===== src/rtl/phase_countdown_bcd.sv =====
// phase_countdown_bcd: per-channel binary-to-BCD countdown display with saturation,
// leading-zero blanking and low-value flashing, one serial double-dabble converter shared by all channels.
module phase_countdown_bcd #(
   parameter int NUM_CH = 2,
   parameter int TIME_W = 8,
   parameter int DIGITS = 2,
   parameter int FLASH_TH = 3,
   parameter int LZ_BLANK = 1,
   localparam int CH_W = NUM_CH > 1 ? $clog2(NUM_CH) : 1
) (
   input  logic                       clk,
   input  logic                       rst,
   input  logic                       in_valid,
   output logic                       in_ready,
   input  logic [CH_W-1:0]            in_ch,
   input  logic [TIME_W-1:0]          in_value,
   input  logic                       in_en,
   input  logic                       flash_tick,
   output logic [NUM_CH*DIGITS*4-1:0] bcd_out,
   output logic [NUM_CH*DIGITS-1:0]   blank_out,
   output logic [NUM_CH-1:0]          ovf_out,
   output logic                       upd_done
);
   localparam int DW = DIGITS * 4;
   localparam int CNT_W = $clog2(TIME_W + 1);
   localparam logic [63:0] MAXV = 64'(10 ** DIGITS - 1);
   typedef enum logic [1:0] {IDLE, SHIFT, COMMIT} state_t;
   state_t state, state_n;
   logic [DW-1:0] bcd_sh, adj, digits;
   logic [TIME_W-1:0] bin_sh, val_q;
   logic [CH_W-1:0] ch_q;
   logic [CNT_W-1:0] cnt;
   logic [NUM_CH-1:0] en_r, lo_r, sel;
   logic en_q, sat, lo, z, flash_phase;
   always_ff @(posedge clk) state <= rst ? IDLE : state_n;
   always_comb begin
      in_ready = state == IDLE;
      state_n = state == IDLE ? (in_valid ? SHIFT : IDLE) :
                state == SHIFT ? (cnt == CNT_W'(TIME_W - 1) ? COMMIT : SHIFT) : IDLE;
   end
   // Values too large for the display lose their top digits in the converter, so they are forced to all nines.
   always_comb begin
      adj = bcd_sh;
      for (int d = 0; d < DIGITS; d++)
         adj[d*4 +: 4] = bcd_sh[d*4 +: 4] >= 4'd5 ? bcd_sh[d*4 +: 4] + 4'd3 : bcd_sh[d*4 +: 4];
      sat = 64'(val_q) > MAXV;
      lo = !sat && val_q != '0 && 64'(val_q) <= 64'(FLASH_TH);
      digits = !en_q ? '0 : sat ? {DIGITS{4'd9}} : bcd_sh;
      for (int c = 0; c < NUM_CH; c++)
         sel[c] = state == COMMIT && ch_q == CH_W'(c);
   end
   always_ff @(posedge clk) begin
      if (rst) begin
         bcd_out <= '0;
         ovf_out <= '0;
         en_r <= '0;
         lo_r <= '0;
         upd_done <= 1'b0;
         cnt <= '0;
         bcd_sh <= '0;
         bin_sh <= '0;
         val_q <= '0;
         ch_q <= '0;
         en_q <= 1'b0;
      end else begin
         upd_done <= |sel;
         if (state == IDLE && in_valid) begin
            ch_q <= in_ch;
            en_q <= in_en;
            val_q <= in_value;
            bin_sh <= in_value;
            bcd_sh <= '0;
            cnt <= '0;
         end
         if (state == SHIFT) begin
            {bcd_sh, bin_sh} <= {adj[DW-2:0], bin_sh, 1'b0};
            cnt <= cnt + 1'b1;
         end
         for (int c = 0; c < NUM_CH; c++)
            if (sel[c]) begin
               bcd_out[c*DW +: DW] <= digits;
               ovf_out[c] <= en_q && sat;
               en_r[c] <= en_q;
               lo_r[c] <= en_q && lo;
            end
      end
   end
   always_ff @(posedge clk) flash_phase <= rst ? 1'b0 : flash_phase ^ flash_tick;
   // z tracks "this digit and every digit above it are zero", scanning from the top digit down.
   always_comb begin
      blank_out = '0;
      z = 1'b0;
      for (int c = 0; c < NUM_CH; c++) begin
         z = 1'b1;
         for (int d = DIGITS - 1; d >= 0; d--) begin
            z = z && bcd_out[(c*DIGITS+d)*4 +: 4] == 4'd0;
            blank_out[c*DIGITS+d] = !en_r[c] || (flash_phase && lo_r[c]) || (LZ_BLANK != 0 && d > 0 && z);
         end
      end
   end
endmodule

===== config.mk =====
export PLATFORM = sky130hd
export DESIGN_NAME = phase_countdown_bcd
export DESIGN_NICKNAME = d
export VERILOG_FILES = /design/src/rtl/phase_countdown_bcd.sv
export SDC_FILE = /design/constraint.sdc
export NUM_CORES = 1
export LEC_CHECK = 0
export CAP_MARGIN = 20
export CORE_MARGIN = 4
export CORE_UTILIZATION = 35
export DETAILED_ROUTE_END_ITERATION = 12
export HOLD_SLACK_MARGIN = 0.08
export PLACE_DENSITY_LB_ADDON = 0.25
export SLEW_MARGIN = 20
export SYNTH_ARGS = -nofsm -noshare
export SYNTH_HDL_FRONTEND = slang
export SYNTH_SLANG_ARGS = --single-unit

===== constraint.sdc =====
create_clock -name clk -period 1.4 [get_ports clk]
set_input_delay 0.28 -clock clk [delete_from_list [all_inputs] [get_ports clk]]
set_output_delay 0.28 -clock clk [all_outputs]
set_load 0.1 [all_outputs]

==> reports/qor.yml, run 1 <==
status: "complete, but fails checks"
violations: "negative setup slack"
critical-path-top-delay-family: "simple AND/OR/NAND/NOR gates"
r2r_start: "state[0]"
cp_slowest_cell: "or4_4"
synthCells: 304
ir_drop_mv: 0.372
rows: 31
ys.flop_type: "dfxtp_1"
critPathCaptureType: "primary output"
reg2reg_depth: 6
critPathMaxStageDelay_ns: 0.55
drive_gt1_share_pct: 37.4
gp_congestion: 0.772
critPathBufInv: 1
chipHeight_um: 94
antenna_found_initial: 0
hp-class: "input port to register"
synthToLayoutAreaGrowth_pct: 54.8
grt-ovfl-total: 0
ys_types: 39
slew_headroom_pct: 75.7
post-route-min-period_ns: 1.75
startpoint: "bcd_out[12]"
port_buffers: 37
seq_area_um2: 1150
path_cells: "or4_4 > nand3_4 > buf_12"
diodes: 0
fp.dieW_um: 94
nNetsFinal: 398
stdcell_area_um2: 4010
ios: 38
clkSlewWorstSetupHoldPaths_ns: 0.11
grt_max_degree: 29
cts_sinks: 56
cts_max_level: 2
drv_cap: 0
syn-num-nets: 323
grt_pass1_wl_um: 10800
dp_hpwl_um: 4820
fin_crit_sh_pct: 125
wl_um: 6890
p_per_area_nw_per_um2: 757
grt_pass1_vias: 2292
synth_seq_cells: 56
cts_made_buffers: 5
drt_iter0_markers: 85
tritoncts: "yes"
rrSetupSlack_ns: 0
slew_viol_final: 0
synth_enable_flop_cells: 0
cts_buffer_depth: 2
nFillCells: 642
synth_area_um2: 2590
clk_latency_ns: 0.31
cts-root-buf: "clkbuf_8"
setup_violations: 3
start_kind: "register"
detail-route-antenna-nets: 0
hp-start: "rst"
hold_path_depth: 2
via_per_inst: 5.14
dieArea_um2: 8840
async_flop_share_pct: 0
criticalPathCategory: "register to primary output"
cp_max_fo: 2
fmaxAchievable_ghz: 0.570
vias: 2464
layout.cells.non_filler: 479
finalHoldViolCount: 0
drc: 0
leakage_nw: 1.45
required_ns: 1.12
post_drt_wl_per_cell_um: 14.4
setup_ws_ns: -0.354
synth.avg_cell_area_um2: 8.52
hold_path_end: "bcd_sh[4]"
initial_core_util_pct: 35.9
placed_cells: 459
yosysWarnings: 0
seq_area_frac_synth_pct: 43.3
drt_pass1_iterations: 4
tightest_slew_ns: 0.359
multi_input_comb_area_um2: 1520
coreArea_um2: 7210
dp_slack_ns: -0.297
dpl_cell_area_um2: 3590
rsz0062_at_grt: "true"
rr_endpoint: "lo_r[0]"
worst-path-stages: 3
crit_arrival_ns: 1.47
grt.total_usage_pct: 15.2
fin_skew_ns: 0.0102
synth_stat cells (all sizes together), types with 4 or more instances:
cell type / number / area (um2)
nand2b: 10 / 70.1
or3: 6 / 37.5
nor3b: 5 / 52.6
buf: 14 / 100
nor3: 9 / 45.0
ha: 5 / 62.6
nand4: 8 / 50.1
o211ai: 7 / 52.6
o2111ai: 6 / 52.6
nor2: 11 / 41.3
o311ai: 9 / 86.3
inv: 8 / 30.0
dfxtp: 56 / 1120
a21oi: 47 / 235
clkbuf: 8 / 30.0
or3b: 9 / 78.8
o21ai: 4 / 20.0
nand2: 53 / 199
nand3: 7 / 35.0
where the power goes:
group	leakage (nW)	switching, mW	total, mW	internal [mW]
clock	0.0445	0.553	0.909	0.357
sequential	0.463	0.0449	1.68	1.63
combinational	0.941	0.222	0.445	0.223
total	1.45	0.819	3.03	2.21
sequential cells by signal, summed over array words and instances (netlist names):
| register | flops |
|---|---|
| bcd_out | 16 |
| bcd_sh | 8 |
| bin_sh | 8 |
| ch_q | 1 |
| cnt | 4 |
| en_q | 1 |
| en_r | 2 |
| flash_phase | 1 |
| lo_r | 2 |
| ovf_out | 2 |
| state | 2 |
| upd_done | 1 |
| val_q | 8 |
metrics by stage:
step	setup TNS, ns	hold slack [ns]	total power [mW]	util (%)
after global routing	-1.33	0.298	3.16	55.5
after CTS	-0.863	0.272	3.01	52.3
after detailed placement	-6.72	0.451	2.08	49.7
after global placement	-6.25	0.445	2.07	49.7
after floorplan	-0.437	0.416	1.93	-
final	-0.771	0.293	3.03	55.5
worst max path at each step:
stage                              end
after floorplan           blank_out[1]
after global placement       bin_sh[7]
after detailed placement     bin_sh[7]
after CTS                 blank_out[3]
after global routing      blank_out[3]
final                     blank_out[3]
placed cells by master, fill, tap and decap left out, types with 3 or more instances in the layout:
| cell | synthesis | routed |
|---|---|---|
| a21oi_1 | 47 | 38 |
| a21oi_2 | 0 | 9 |
| buf_12 | 0 | 27 |
| buf_4 | 5 | 34 |
| buf_6 | 3 | 13 |
| clkbuf_8 | 0 | 5 |
| clkdlybuf4s50_1 | 0 | 11 |
| dfxtp_1 | 56 | 42 |
| dfxtp_2 | 0 | 9 |
| dfxtp_4 | 0 | 5 |
| ha_1 | 5 | 3 |
| inv_1 | 8 | 6 |
| nand2_1 | 53 | 49 |
| nand2_2 | 0 | 4 |
| nand2b_1 | 9 | 9 |
| nand3_1 | 7 | 5 |
| nand3b_1 | 3 | 3 |
| nand4_1 | 8 | 8 |
| nor2_1 | 11 | 10 |
| nor3_1 | 9 | 9 |
| o2111ai_1 | 6 | 6 |
| o211ai_1 | 7 | 7 |
| o21ai_0 | 4 | 4 |
| o311ai_1 | 0 | 5 |
| or3_1 | 6 | 6 |
| or3b_1 | 6 | 3 |
| or3b_2 | 3 | 3 |
| or3b_4 | 0 | 4 |
layout make-up:
| type | count | share of cell area [%] |
|---|---|---|
| Inverter | 8 | 0.749 |
| Sequential cell | 56 | 28.7 |
| Timing Repair Buffer | 88 | 27.3 |
| Tap cell | 99 | 3.09 |
| Clock buffer | 5 | 1.72 |
| Clock inverter | 3 | 0.531 |
| Multi-Input combinational cell | 220 | 37.9 |
layer usage:
layer | GRT usage (%) | vias up | wire length, um
li1 | - | 1246 | -
met1 | 19.1 | 1156 | 3150
met2 | 26.4 | 55 | 3410
met3 | 2.24 | 7 | 249
met4 | 5.29 | 0 | 87
met5 | 0 | - | 0
cells by family after synthesis:
logic type / synth area share [%]
XOR/XNOR: 0.677
AND/OR/NAND/NOR: 27.4
AO/OA/AOI/OAI: 19.7
adder cells (fa/ha/maj): 2.42
multiplexers: 0.387
flip-flops: 43.3
buffers and inverters: 6.19
timing repair:
item	CTS	global route
resized for setup	19	49
gates cloned	0	3
hold buffers	0	0
pin swaps	6	23
buffers inserted	6	5
setup endpoints to repair	23	45
(Power assumes the default switching activity.)
==> run 2: changes to the inputs <==
--- a/config.mk
+++ b/config.mk
@@ -5,9 +5,10 @@
 export SDC_FILE = /design/constraint.sdc
 export NUM_CORES = 1
 export LEC_CHECK = 0
+export ABC_AREA = 1
 export CAP_MARGIN = 20
 export CORE_MARGIN = 4
-export CORE_UTILIZATION = 35
+export CORE_UTILIZATION = 49
 export DETAILED_ROUTE_END_ITERATION = 12
 export HOLD_SLACK_MARGIN = 0.08
 export PLACE_DENSITY_LB_ADDON = 0.25
==> reports/qor.yml, run 2 <==
layout_commonest_cell: "nand2_1"
synth_area_leader_cell: "dfxtp_1"
largest_reg_flops: 16
hold_path_depth: 1
grt_max_degree: 32
synthTopCellsByArea: "dfxtp_1 48%, nand2_1 11%, a21oi_1 8.6%"
cp_max_fo: 2
final_util_pct: 74.6
post_drt_wl_per_cell_um: 15.1
required_ns: 1.12
async_flop_share_pct: 0
grt.total_usage_pct: 20.0
drc: 0
leakage_nw: 1.34
violations: "negative setup slack"
crit_arrival_ns: 1.38
wl_um: 6110
grt_pass1_wl_um: 9720
synth.most_common_cell: "nand2_1"
slew_viol_final: 0
regMostFlops: "bcd_out"
synthCells: 300
chipHeight_um: 77.0
rows: 24
grt-ovfl-total: 0
r2r_start: "state[0]"
via_per_inst: 5.51
tightest_slew_ns: 0.329
gp_congestion: 0.851
fin_skew_ns: 0.00958
reg2reg_depth: 6
synth_area_um2: 2330
placed_cells: 391
synth_seq_cells: 56
drt_iter0_markers: 159
setup_violations: 2
initial_core_util_pct: 52.1
slew_headroom_pct: 78.0
hp-class: "register to register"
fp.dieW_um: 77.0
clk_latency_ns: 0.31
antenna_found_initial: 0
rsz0062_at_grt: "true"
synth_top_area_share_pct: 48.1
drt_pass1_iterations: 4
ys_top_cells_by_count: "68 x nand2_1, 56 x dfxtp_1, 40 x a21oi_1"
hp-start: "cnt[3]"
ys.flop_type: "dfxtp_1"
tritoncts: "yes"
cts_sinks: 56
synth_enable_flop_cells: 0
synth.avg_cell_area_um2: 7.77
cts-root-buf: "clkbuf_8"
final_cell_mix: "64 x nand2_1, 46 x dfxtp_1, 40 x a21oi_1"
layout.cells.non_filler: 405
total_power_mw: 2.99
clkSlewWorstSetupHoldPaths_ns: 0.10
coreArea_um2: 4470
cts_max_level: 2
ir_drop_mv: 0.756
p_per_area_nw_per_um2: 896
syn-num-nets: 319
detail-route-antenna-nets: 0
dieArea_um2: 5920
seq_area_frac_synth_pct: 48.1
grt_pass1_vias: 2103
start_kind: "register"
nFillCells: 312
drv_cap: 0
setup_ws_ns: -0.260
cts_made_buffers: 5
status: "complete, but fails checks"
finalHoldViolCount: 0
yosysWarnings: 0
port_buffers: 37
diodes: 0
cts_buffer_depth: 2
startpoint: "bcd_out[13]"
ys_types: 28
vias: 2233
fmaxAchievable_ghz: 0.603
fin_crit_sh_pct: 119
dp_hpwl_um: 4120
post-route-min-period_ns: 1.66
critPathCaptureType: "primary output"
drive_gt1_share_pct: 24.1
ios: 38
synthToLayoutAreaGrowth_pct: 43.2
criticalPathCategory: "register to primary output"
nNetsFinal: 371
==> run 2: cell types whose count changed in the layout (fill, tap and decap cells not counted), sizes merged, moves of 5 or more <==
cell / delta
o21ai: +33
nor3: -7
o311ai: -9
or3: -6
or3b: -10
nand2b: -10
o211ai: -6
o2111ai: -6
nand3: +10
buf: -33
nor2: +7
inv: +17
nor3b: -5
nand2: +17
==> run 2: routing by layer <==
layer | global-route usage [%] | up-vias | wire (um)
li1 | - | 1105 | -
met1 | 25.2 | 1040 | 2510
met2 | 34.8 | 77 | 3180
met3 | 3.51 | 11 | 309
met4 | 6.05 | 0 | 110
met5 | 0 | - | 0
==> run 2: area by class of cell <==
| type | count | area [um2] | share of cell area [%] |
|---|---|---|---|
| tap | 52 | 65.1 | 1.95 |
| sequential | 56 | 1150 | 34.3 |
| timing repair buffer | 55 | 783 | 23.5 |
| clock inverter | 1 | 8.76 | 0.262 |
| inverter | 26 | 100 | 3.00 |
| clock buffer | 7 | 108 | 3.22 |
| multi-input combinational | 208 | 1130 | 33.8 |
==> run 2: worst max-delay path, cell delays in order (launching register included) <==
cell	delay (ns)
dfxtp_4	0.37
nor4_4	0.27
buf_4	0.15
or2_4	0.11
buf_12	0.16
==> run 2: cell families after synthesis <==
family,share of synthesized area [%]
AND/OR/NAND/NOR,21.5
flip-flops,48.1
buffers and inverters,7.51
XOR/XNOR,0.376
adder cells (fa/ha/maj),2.68
AO/OA/AOI/OAI,19.9
==> run 2: path summary, 6_finish.rpt <==
path	end	slack [ns]
worst max-delay path	blank_out[3]	-0.26
worst min-delay path	state[1]	0.47
worst max register to register	ovf_out[0]	0.08
worst min register to register	state[1]	0.47
==> run 2: what timing repair did <==
action	4_1_cts	5_1_grt
setup endpoints to repair	2	27
endpoints found under the hold margin	0	0
hold buffers	0	0
gates resized for setup	5	6
pin swaps	3	3
cloned	0	2
setup buffers	2	2
==> run 2: stage by stage <==
step / hold slack (ns) / area, um2 / TNS (ns) / worst slack (ns)
finish: 0.471 / 3340 / -0.423 / -0.260
global route: 0.490 / 3340 / -0.531 / -0.293
CTS: 0.474 / 3260 / -0.415 / -0.244
detailed placement: 0.457 / 3100 / -0.554 / -0.0801
global placement: 0.447 / 3100 / -0.0396 / -0.0199
floorplan: 0.349 / 2380 / -0.433 / -0.0411
==> run 2: power by group <==
part           internal [mW]  total (mW)  switching, mW
Clock                  0.514        1.04          0.523
Sequential              1.63        1.66         0.0312
Combinational          0.122       0.298          0.177
Total                   2.26        2.99          0.731
